### config.mk
export PLATFORM = sky130hd
export DESIGN_NAME = mdu_seq
export DESIGN_NICKNAME = d
export VERILOG_FILES = /design/src/rtl/mdu_seq_pkg.sv /design/src/rtl/mdu_seq_divider.sv /design/src/rtl/mdu_seq.sv
export SDC_FILE = /design/constraint.sdc
export NUM_CORES = 2
export LEC_CHECK = 0
export CORE_MARGIN = 2
export CORE_UTILIZATION = 43
export DETAILED_ROUTE_END_ITERATION = 6
export PLACE_DENSITY = 0.7
export SYNTH_ARGS = -nofsm -noshare
export SYNTH_HDL_FRONTEND = slang
export SYNTH_SLANG_ARGS = --single-unit
### constraint.sdc
create_clock -name clk -period 16.1 [get_ports clk]
set_clock_uncertainty 0.15 [all_clocks]
set_input_delay 3.22 -clock clk [delete_from_list [all_inputs] [get_ports clk]]
set_output_delay 3.22 -clock clk [all_outputs]
set_load 0.05 [all_outputs]
### src/rtl/mdu_seq_pkg.sv
// mdu_seq_pkg: shared op/state encodings for the multiply/divide sequencer
package mdu_seq_pkg;
  localparam int MDU_OPW = 3;
  typedef enum logic [MDU_OPW-1:0] {MDU_MULT, MDU_DIV, MDU_MTHI, MDU_MTLO} mdu_op_t;
  typedef enum logic [2:0] {IDLE, MUL, DIV, DONE, HOLD} mdu_state_t;
endpackage

### src/rtl/mdu_seq_divider.sv
// mdu_divider: iterative restoring divider, one quotient bit per cycle, signed fixup on output
module mdu_divider
  import mdu_seq_pkg::*;
#(
  parameter int DATA_W = 32
) (
  input  logic              clk,
  input  logic              rst,
  input  logic              clr,
  input  logic              start,
  input  logic              sign,
  input  logic [DATA_W-1:0] a,
  input  logic [DATA_W-1:0] b,
  output logic              busy,
  output logic              done,
  output logic [DATA_W-1:0] quo,
  output logic [DATA_W-1:0] rem
);
  localparam int CW = $clog2(DATA_W);
  logic [CW-1:0] cnt;
  logic [DATA_W-1:0] q, r, d, a_raw;
  logic neg_q, neg_r, dz;
  logic [DATA_W:0] sh, diff;
  always_comb begin
    sh = {r, q[DATA_W-1]};
    diff = sh - {1'b0, d};
  end
  assign done = busy & (dz | cnt == CW'(DATA_W-1));
  assign quo = dz ? '1 : neg_q ? -q : q;
  assign rem = dz ? a_raw : neg_r ? -r : r;
  always_ff @(posedge clk or posedge rst) begin
    if (rst) begin
      busy <= 1'b0;
      cnt <= '0;
      q <= '0;
      r <= '0;
      d <= '0;
      a_raw <= '0;
      neg_q <= 1'b0;
      neg_r <= 1'b0;
      dz <= 1'b0;
    end else if (clr) begin
      busy <= 1'b0;
      cnt <= '0;
    end else if (start) begin
      busy <= 1'b1;
      cnt <= '0;
      q <= (sign & a[DATA_W-1]) ? -a : a;
      r <= '0;
      d <= (sign & b[DATA_W-1]) ? -b : b;
      a_raw <= a;
      neg_q <= sign & (a[DATA_W-1] ^ b[DATA_W-1]);
      neg_r <= sign & a[DATA_W-1];
      dz <= b == '0;
    end else if (busy) begin
      busy <= !done;
      cnt <= done ? '0 : cnt + 1'b1;
      q <= {q[DATA_W-2:0], !diff[DATA_W]};
      r <= diff[DATA_W] ? sh[DATA_W-1:0] : diff[DATA_W-1:0];
    end
  end
endmodule

### src/rtl/mdu_seq.sv
// mdu_seq: EX-stage multiply/divide sequencer owning HI/LO, with stall/flush handling
module mdu_seq
  import mdu_seq_pkg::*;
#(
  parameter int DATA_W  = 32,
  parameter int MUL_LAT = 2
) (
  input  logic              clk,
  input  logic              rst,
  input  logic              reg_stall,
  input  logic              reg_flush,
  input  logic              req,
  input  mdu_op_t           op,
  input  logic              sign,
  input  logic [DATA_W-1:0] source_a,
  input  logic [DATA_W-1:0] source_b,
  output logic              alu_stall,
  output logic [DATA_W-1:0] hi,
  output logic [DATA_W-1:0] lo
);
  localparam int CW = $clog2(MUL_LAT + 1);
  mdu_state_t st, nxt;
  logic [CW-1:0] cnt;
  logic [DATA_W-1:0] opa, opb, quo, rem;
  logic sgn, mul_op, go_mul, go_div, mv, div_busy, div_done;
  logic [2*DATA_W-1:0] prod;
  logic [2*DATA_W-1:0] pipe [MUL_LAT];
  always_comb begin
    go_mul = st == IDLE & req & op == MDU_MULT;
    go_div = st == IDLE & req & op == MDU_DIV;
    mv = st == IDLE & req & !reg_stall & !reg_flush;
    prod = {{DATA_W{sgn & opa[DATA_W-1]}}, opa} * {{DATA_W{sgn & opb[DATA_W-1]}}, opb};
    alu_stall = go_mul | go_div | st == MUL | (st == DIV & div_busy);
    nxt = st;
    if (reg_flush) nxt = IDLE;
    else
      case (st)
        IDLE: nxt = go_mul ? MUL : go_div ? DIV : IDLE;
        MUL: nxt = cnt == CW'(MUL_LAT - 1) ? DONE : MUL;
        DIV: nxt = div_done ? DONE : DIV;
        DONE, HOLD: nxt = reg_stall ? HOLD : IDLE;
        default: nxt = IDLE;
      endcase
  end
  always_ff @(posedge clk or posedge rst) begin
    if (rst) begin
      st <= IDLE;
      cnt <= '0;
      opa <= '0;
      opb <= '0;
      sgn <= 1'b0;
      mul_op <= 1'b0;
      hi <= '0;
      lo <= '0;
    end else begin
      st <= nxt;
      cnt <= (st == MUL & !reg_flush) ? cnt + 1'b1 : '0;
      if ((go_mul | go_div) & !reg_flush) begin
        opa <= source_a;
        opb <= source_b;
        sgn <= sign;
        mul_op <= go_mul;
      end
      if (st == DONE & !reg_flush) begin
        hi <= mul_op ? pipe[MUL_LAT-1][2*DATA_W-1:DATA_W] : rem;
        lo <= mul_op ? pipe[MUL_LAT-1][DATA_W-1:0] : quo;
      end
      if (mv & op == MDU_MTHI) hi <= source_a;
      if (mv & op == MDU_MTLO) lo <= source_a;
    end
  end
  always_ff @(posedge clk or posedge rst) begin
    if (rst) for (int i = 0; i < MUL_LAT; i++) pipe[i] <= '0;
    else begin
      pipe[0] <= prod;
      for (int i = 1; i < MUL_LAT; i++) pipe[i] <= pipe[i-1];
    end
  end
  mdu_divider #(.DATA_W(DATA_W)) u_div (
    .clk(clk),
    .rst(rst),
    .clr(reg_flush),
    .start(go_div & !reg_flush),
    .sign(sign),
    .a(source_a),
    .b(source_b),
    .busy(div_busy),
    .done(div_done),
    .quo(quo),
    .rem(rem)
  );
endmodule

# Yosys cells after proc, flatten, opt, wreduce, memory -nomap -nowiden
# Cells that the tools add are included.
[totals]
in_bits = 73
register_bits = 400
output_inout_bits = 65
word_cells = 106
[classes]
n_bitwise = 24
multipliers = 1
n_eq_ne = 9
n_mux = 32
reduce_logical = 14
addsub = 7
[ops]
columns = ["op", "count"]
rows = [
  ["2-to-1 mux 32 bit", 17],
  ["negation 32 bit", 4],
  ["multiplier 33 x 33 -> 64 bit", 1],
  ["subtractor 33 x 32 -> 33 bit", 1],
  ["zero test 32 bit", 1],
  ["2-to-1 mux 5 bit", 4],
  ["bitwise AND 1 bit", 18],
  ["== test 3 x 2 -> 1 bit (second input constant)", 4],
  ["case mux 3 bit (4 select lines)", 1],
  ["2-to-1 mux 2 bit", 4],
  ["== test 3 x 1 -> 1 bit (second input constant)", 2],
  ["zero test 3 bit", 2],
  ["2-to-1 mux 3 bit", 2],
  ["nonzero test 2 bit", 3],
  ["adder 5 x 1 -> 5 bit (second input constant)", 1],
  ["== test 5 bit (second input constant)", 1],
  ["zero test 1 bit", 4],
  ["2-to-1 mux 1 bit", 4],
  ["bitwise OR 1 bit", 4],
  ["AND reduction 2 bit", 2],
  ["== test 3 bit (second input constant)", 1],
  ["nonzero test 3 bit", 1],
  ["adder 2 x 1 -> 2 bit (second input constant)", 1],
  ["== test 2 x 1 -> 1 bit (second input constant)", 1],
  ["other kinds (3)", 3],
]

# Longest topological paths before layout
[depth]
word_depth = 7
depth_mapped = 30
ltp_nobuf = 28

# By module
# From an unflattened synthesis, not the netlist that was laid out.
[unflattened]
cells_unflattened = 6197
hier_area_um2 = 57805.4
[modules_own_cells]
columns = ["mod", "area_each_um2", "n_inst", "cells_per_inst", "seq_area_each_um2"]
rows = [
  ["mdu_seq", 47141.5, 1, 4889, 6581.3],
  ["mdu_divider", 10664.0, 1, 1308, 3428.3],
]

# Worst setup path before layout
# OpenSTA, ideal clock, no wires.
[synth_timing]
path_kind = "register to register"
from = "register opa[31]"
to = "register pipe[126] in the netlist's numbering"
period_less_slack_ns = 7.967
t_arrival_ns = 7.694
setup_ns = 0.123
path_stages_with_launch = 29
path_buffers = 2
slack_ns = 8.133
required_ns = 15.827
cell_sequence = "dfrtp_1 > and2_0 > clkbuf_1 > nand2_1 > inv_1 > fa_1 > inv_1 > fa_1 > inv_1 > fa_1 > inv_1 > fa_1 > inv_1 > fa_1 > fa_1 > inv_1 > fa_1 > fa_1 > inv_1 > ha_1 > clkbuf_1 > a21o_1 > a21o_1 > a21o_1 > a21oi_1 > and3_1 > a2111oi_0 > o22ai_1 > xnor2_1"
[synth_via]
elab_chain_len = 2
[synth_lines]
columns = ["item", "line", "source"]
rows = [
  ["from (decl)", "mdu_seq.sv:24", "logic [DATA_W-1:0] opa, opb, quo, rem;"],
  ["from (signal assigned)", "mdu_seq.sv:59", "opa <= source_a;"],
  ["bitwise AND 1 bit", "mdu_seq.sv:32", "prod = {{DATA_W{sgn & opa[DATA_W-1]}}, opa} * {{DATA_W{sgn & opb[DATA_W-1]}}, opb};"],
  ["multiplier 33 x 33 -> 64 bit (*)", "mdu_seq.sv:32", ""],
  ["net prod[62]", "mdu_seq.sv:26", "logic [2*DATA_W-1:0] prod;"],
  ["to (decl)", "mdu_seq.sv:27", "logic [2*DATA_W-1:0] pipe [MUL_LAT];"],
]
# Mark *: on every way through the listed nets, which the timed path passes. The rest lies on a longest branch.
# A chain may end at the register's enable or synchronous reset.

# Worst setup path after layout
[layout_timing]
from = "register sgn"
to = "register pipe[126] in the netlist's numbering"
[layout_via]
elab_chain_len = 2
elab_cells_between_ends = 3
classes_between = "mul (1); bitwise (2)"
[layout_lines]
columns = ["item", "line", "source"]
rows = [
  ["from (decl)", "mdu_seq.sv:25", "logic sgn, mul_op, go_mul, go_div, mv, div_busy, div_done;"],
  ["from (signal assigned)", "mdu_seq.sv:61", "sgn <= sign;"],
  ["bitwise AND 1 bit", "mdu_seq.sv:32", ""],
  ["multiplier 33 x 33 -> 64 bit (*)", "mdu_seq.sv:32", ""],
  ["net prod[62]", "mdu_seq.sv:26", ""],
]
# Marks and branches as above.

==> metrics.md <==
| Metric | Value |
|---|---|
| Status | `finished clean` |
| PostCTS Resize Cnt | `0` |
| Library cells used by synthesis | `a little under 80` |
| Hold slack | `between 0.15 and 0.2 ns` |
| Post-Route WL | `~160,000 um` |
| Post-synthesis simple-gate area fraction | `14.2%` |
| Register Area | `10,000 sq um` |
| Most used cell, CP | `fa_1` |
| Multiplexer share of the synthesized area | `approximately 2%` |
| Via count | `between 40,000 and 50,000` |
| Post-route DRC | `0` |
| Mean cell area of the mapped netlist | `9.37 sq um` |
| Crit-path max cell delay | `between 1 and 1.5 ns` |
| Worst Hold Class | `reg -> reg` |
| Post-Synthesis Cells | `~6,000` |
| Post-Syn Nets | `about 7,500` |
| Reg clk slew, reported paths | `about 0.07 ns` |
| Fill cell count | `12,200` |
| Placed instance count | `~7,700` |
| Primary FF master, synth | `dfrtp_1` |
| Final Max Slew Viols | `0` |
| CP startpoint kind | `register` |
| Ys Warns | `0` |
| Initial antenna violation count | `4` |
| EDFF count, synth | `0` |
| Vias in the first global route | `between 40,000 and 50,000` |
| Register area share after synthesis | `between 10% and 20%` |
| Async set-reset flop share out of synthesis | `100%` |
| Synth Area in Compound Gates | `7.60%` |
| Largest net degree at the start of global routing | `approximately 110` |
| Mapped Area | `between 50,000 and 60,000 sq um` |
| Slew @ Worst Pin | `approximately 1.0 ns` |
| Part of the cycle the worst path needs | `between 60% and 70%` |
| Combined area of the multi-input logic cells | `around 41,000 sq um` |
| Layout net count | `between 7,000 and 8,000` |
| Chip height | `367 um` |
| Layout cells sized above 1 | `4.53%` |
| Core area | `~130,000 sq um` |
| Worst-Skew Late Latency | `between 0.5 and 0.6 ns` |
| Port Buffers | `roughly 140` |
| Final Hold Fails | `0` |
| Unrepaired setup endpoints after global routing | `no` |
| I/O pin count | `138` |
| Main area contributors after synthesis | `fa_1 40%, dfrtp_1 18%, inv_1 7.5%, nand2_1 6.5%, ha_1 5.5%` |
| Fin cells | `slightly below 8,000` |
| CP Capture Type | `register` |
| Post-CTS setup buffers | `0` |
| # rows | `133` |
| Routed len/inst | `20.9 um` |
| Synth Area in Adders | `a little under half` |
| Commonest non-fill, non-tap cell in the layout | `inv_1` |
| Post-synth top area share | `between 30 and 40%` |
| DR pass1 iterations | `6` |
| Largest family of logic cells by synthesized area | `adder cells` |
| Root Buffer | `clkbuf_16` |
| Final setup fails | `0` |
| Synth-to-Final Area Change | `7.61%` |
| Yosys top cell by area | `fa_1` |
| Period minus WS final | `between 9 and 10 ns` |
| Peak Freq | `approximately 0.10 GHz` |
| Most frequent cells in the layout | `1,133 x inv_1, 1,126 x fa_1, 978 x nand2_1, 389 x dfrtp_1, 365 x and2_1` |
| Tot GR Track Use | `between 20% and 30%` |
| Vias/cell | `5.45` |
| Critical path data arrival time | `about 10 ns` |
| CTS tree | `yes` |
| Setup TNS | `0 ns` |
| Required time of the critical path | `approximately 16 ns` |
| Hold Buf Count CTS | `0` |
| Clock sinks | `400` |
| Initial Util | `between 40% and 50%` |
| Die area | `around 140,000 sq um` |
| Post-route ant nets | `0` |
| Longest Clk Path Bufs | `3` |
| Max Cap Violations | `0` |
| Post-Synth XOR/XNOR Area | `between 3 and 4%` |
| Die width | `roughly 370 um` |
| Num CTS Buffers | `40` |
| Routability-driven placement congestion ratio | `around 0.93` |
| First-pass GRT wire length | `between 200,000 and 300,000 um` |
| Worst-path fanout max | `21` |
| Synth Register Bits | `400` |
| Hpwl dp | `roughly 120,000 um` |
| Crit path cell chain | `and2_0, nand2_1, inv_1, fa_1, fa_1, fa_1, inv_1, fa_1, inv_1, fa_1, fa_1, inv_1, fa_1, fa_1, inv_1, ha_1, a21o_1, a21o_1, a21o_1, a21oi_1, and3_1, a2111oi_0, o22ai_1, xnor2_1` |
| Overflow after GRT | `0` |
| Crit Path Category | `reg -> reg` |
| Relative slew slack | `about 30%` |
| CTS HTree Levels | `2` |
| DR iter-0 viols | `~3,800` |
| Critical path's slowest cell | `fa_1` |
-- layer usage --
metal	vias to the layer above	global-route usage, %	share of wire [%]
li1	18200	-	-
met1	21900	33.9	41
met2	2016	39.6	46
met3	284	4.60	10
met4	2	6.08	2.6
met5	-	0	0.0055
-- worst max-delay path: cells and delay by family (launching register included) --
kind | cells | cell delay [ns]
adders and majority gates | 9 | 5.15
and+or+nand+nor | 3 | 1.33
xor gates and xnor gates | 1 | 0.16
buffers and inverters | 5 | 0.86
AOI/OAI and AO/OA | 6 | 1.18
DFF | 1 | 0.83
-- path summary, 6_finish.rpt --
kind / startpoint / to / slack (ns) / cells after the start
max: sgn$_DFFE_PP0P_ / pipe[126]$_DFF_PP0_ / 6.28 / 24
min: pipe[81]$_DFF_PP0_ / pipe[17]$_DFF_PP0_ / 0.17 / 0
max reg2reg: sgn$_DFFE_PP0P_ / pipe[126]$_DFF_PP0_ / 6.28 / 24
min reg2reg: pipe[81]$_DFF_PP0_ / pipe[17]$_DFF_PP0_ / 0.17 / 0
max in group asynchronous: rst / u_div.dz$_DFFE_PP0P_ / 10.29 / 4
min in group asynchronous: rst / u_div.r[28]$_DFFE_PP0P_ / 3.05 / 2
-- per-stage QoR --
stage | utilization [%] | cell area [sq um] | setup slack (ns)
after global routing | 46.5 | 61100 | 5.80
after floorplan | - | 56800 | 1.61
after global placement | 45.5 | 59700 | 6.56
after detailed placement | 45.5 | 59700 | 6.41
after CTS | 46.5 | 61100 | 6.38
final | 46.6 | 61100 | 6.28
-- sequential cells by signal, summed over array words and instances, names as in the netlist --
name	count
u_div.q	32
u_div.cnt	5
st	3
u_div.r	32
u_div.neg_q	1
u_div.d	32
sgn	1
u_div.dz	1
hi	32
u_div.a_raw	32
opa	32
pipe	128
opb	32
cnt	2
u_div.busy	1
lo	32
mul_op	1
u_div.neg_r	1
-- Yosys cell counts (45+ instances only) --
| master | n |
|---|---|
| inv_1 | 1134 |
| fa_1 | 1126 |
| nand2_1 | 978 |
| dfrtp_1 | 400 |
| and2_1 | 365 |
| clkbuf_1 | 331 |
| ha_1 | 251 |
| o21ai_0 | 249 |
| nor2_1 | 212 |
| a21oi_1 | 177 |
| xnor2_1 | 133 |
| xor2_1 | 92 |
| mux2_2 | 66 |
| a22oi_1 | 50 |
| a21o_1 | 45 |
-- logic make-up after synthesis --
logic type / Yosys count
compound gates: 710
simple gates: 1761
xor+xnor: 226
buf+inv: 1479
fa+ha+maj: 1377
mux: 106
flops: 400
-- area by class of cell --
class	instances	area share [%]
Multi-Input combinational cell	4180	67.5
Sequential cell	400	16.4
Inverter	1134	6.98
Tap cell	1755	3.59
Timing Repair Buffer	220	3.26
Clock buffer	51	1.82
Clock inverter	21	0.471
Antenna cell	3	0.0123
Power is not shown: default switching activity piles up to over one toggle a cycle in this logic, so the estimate is an artifact.
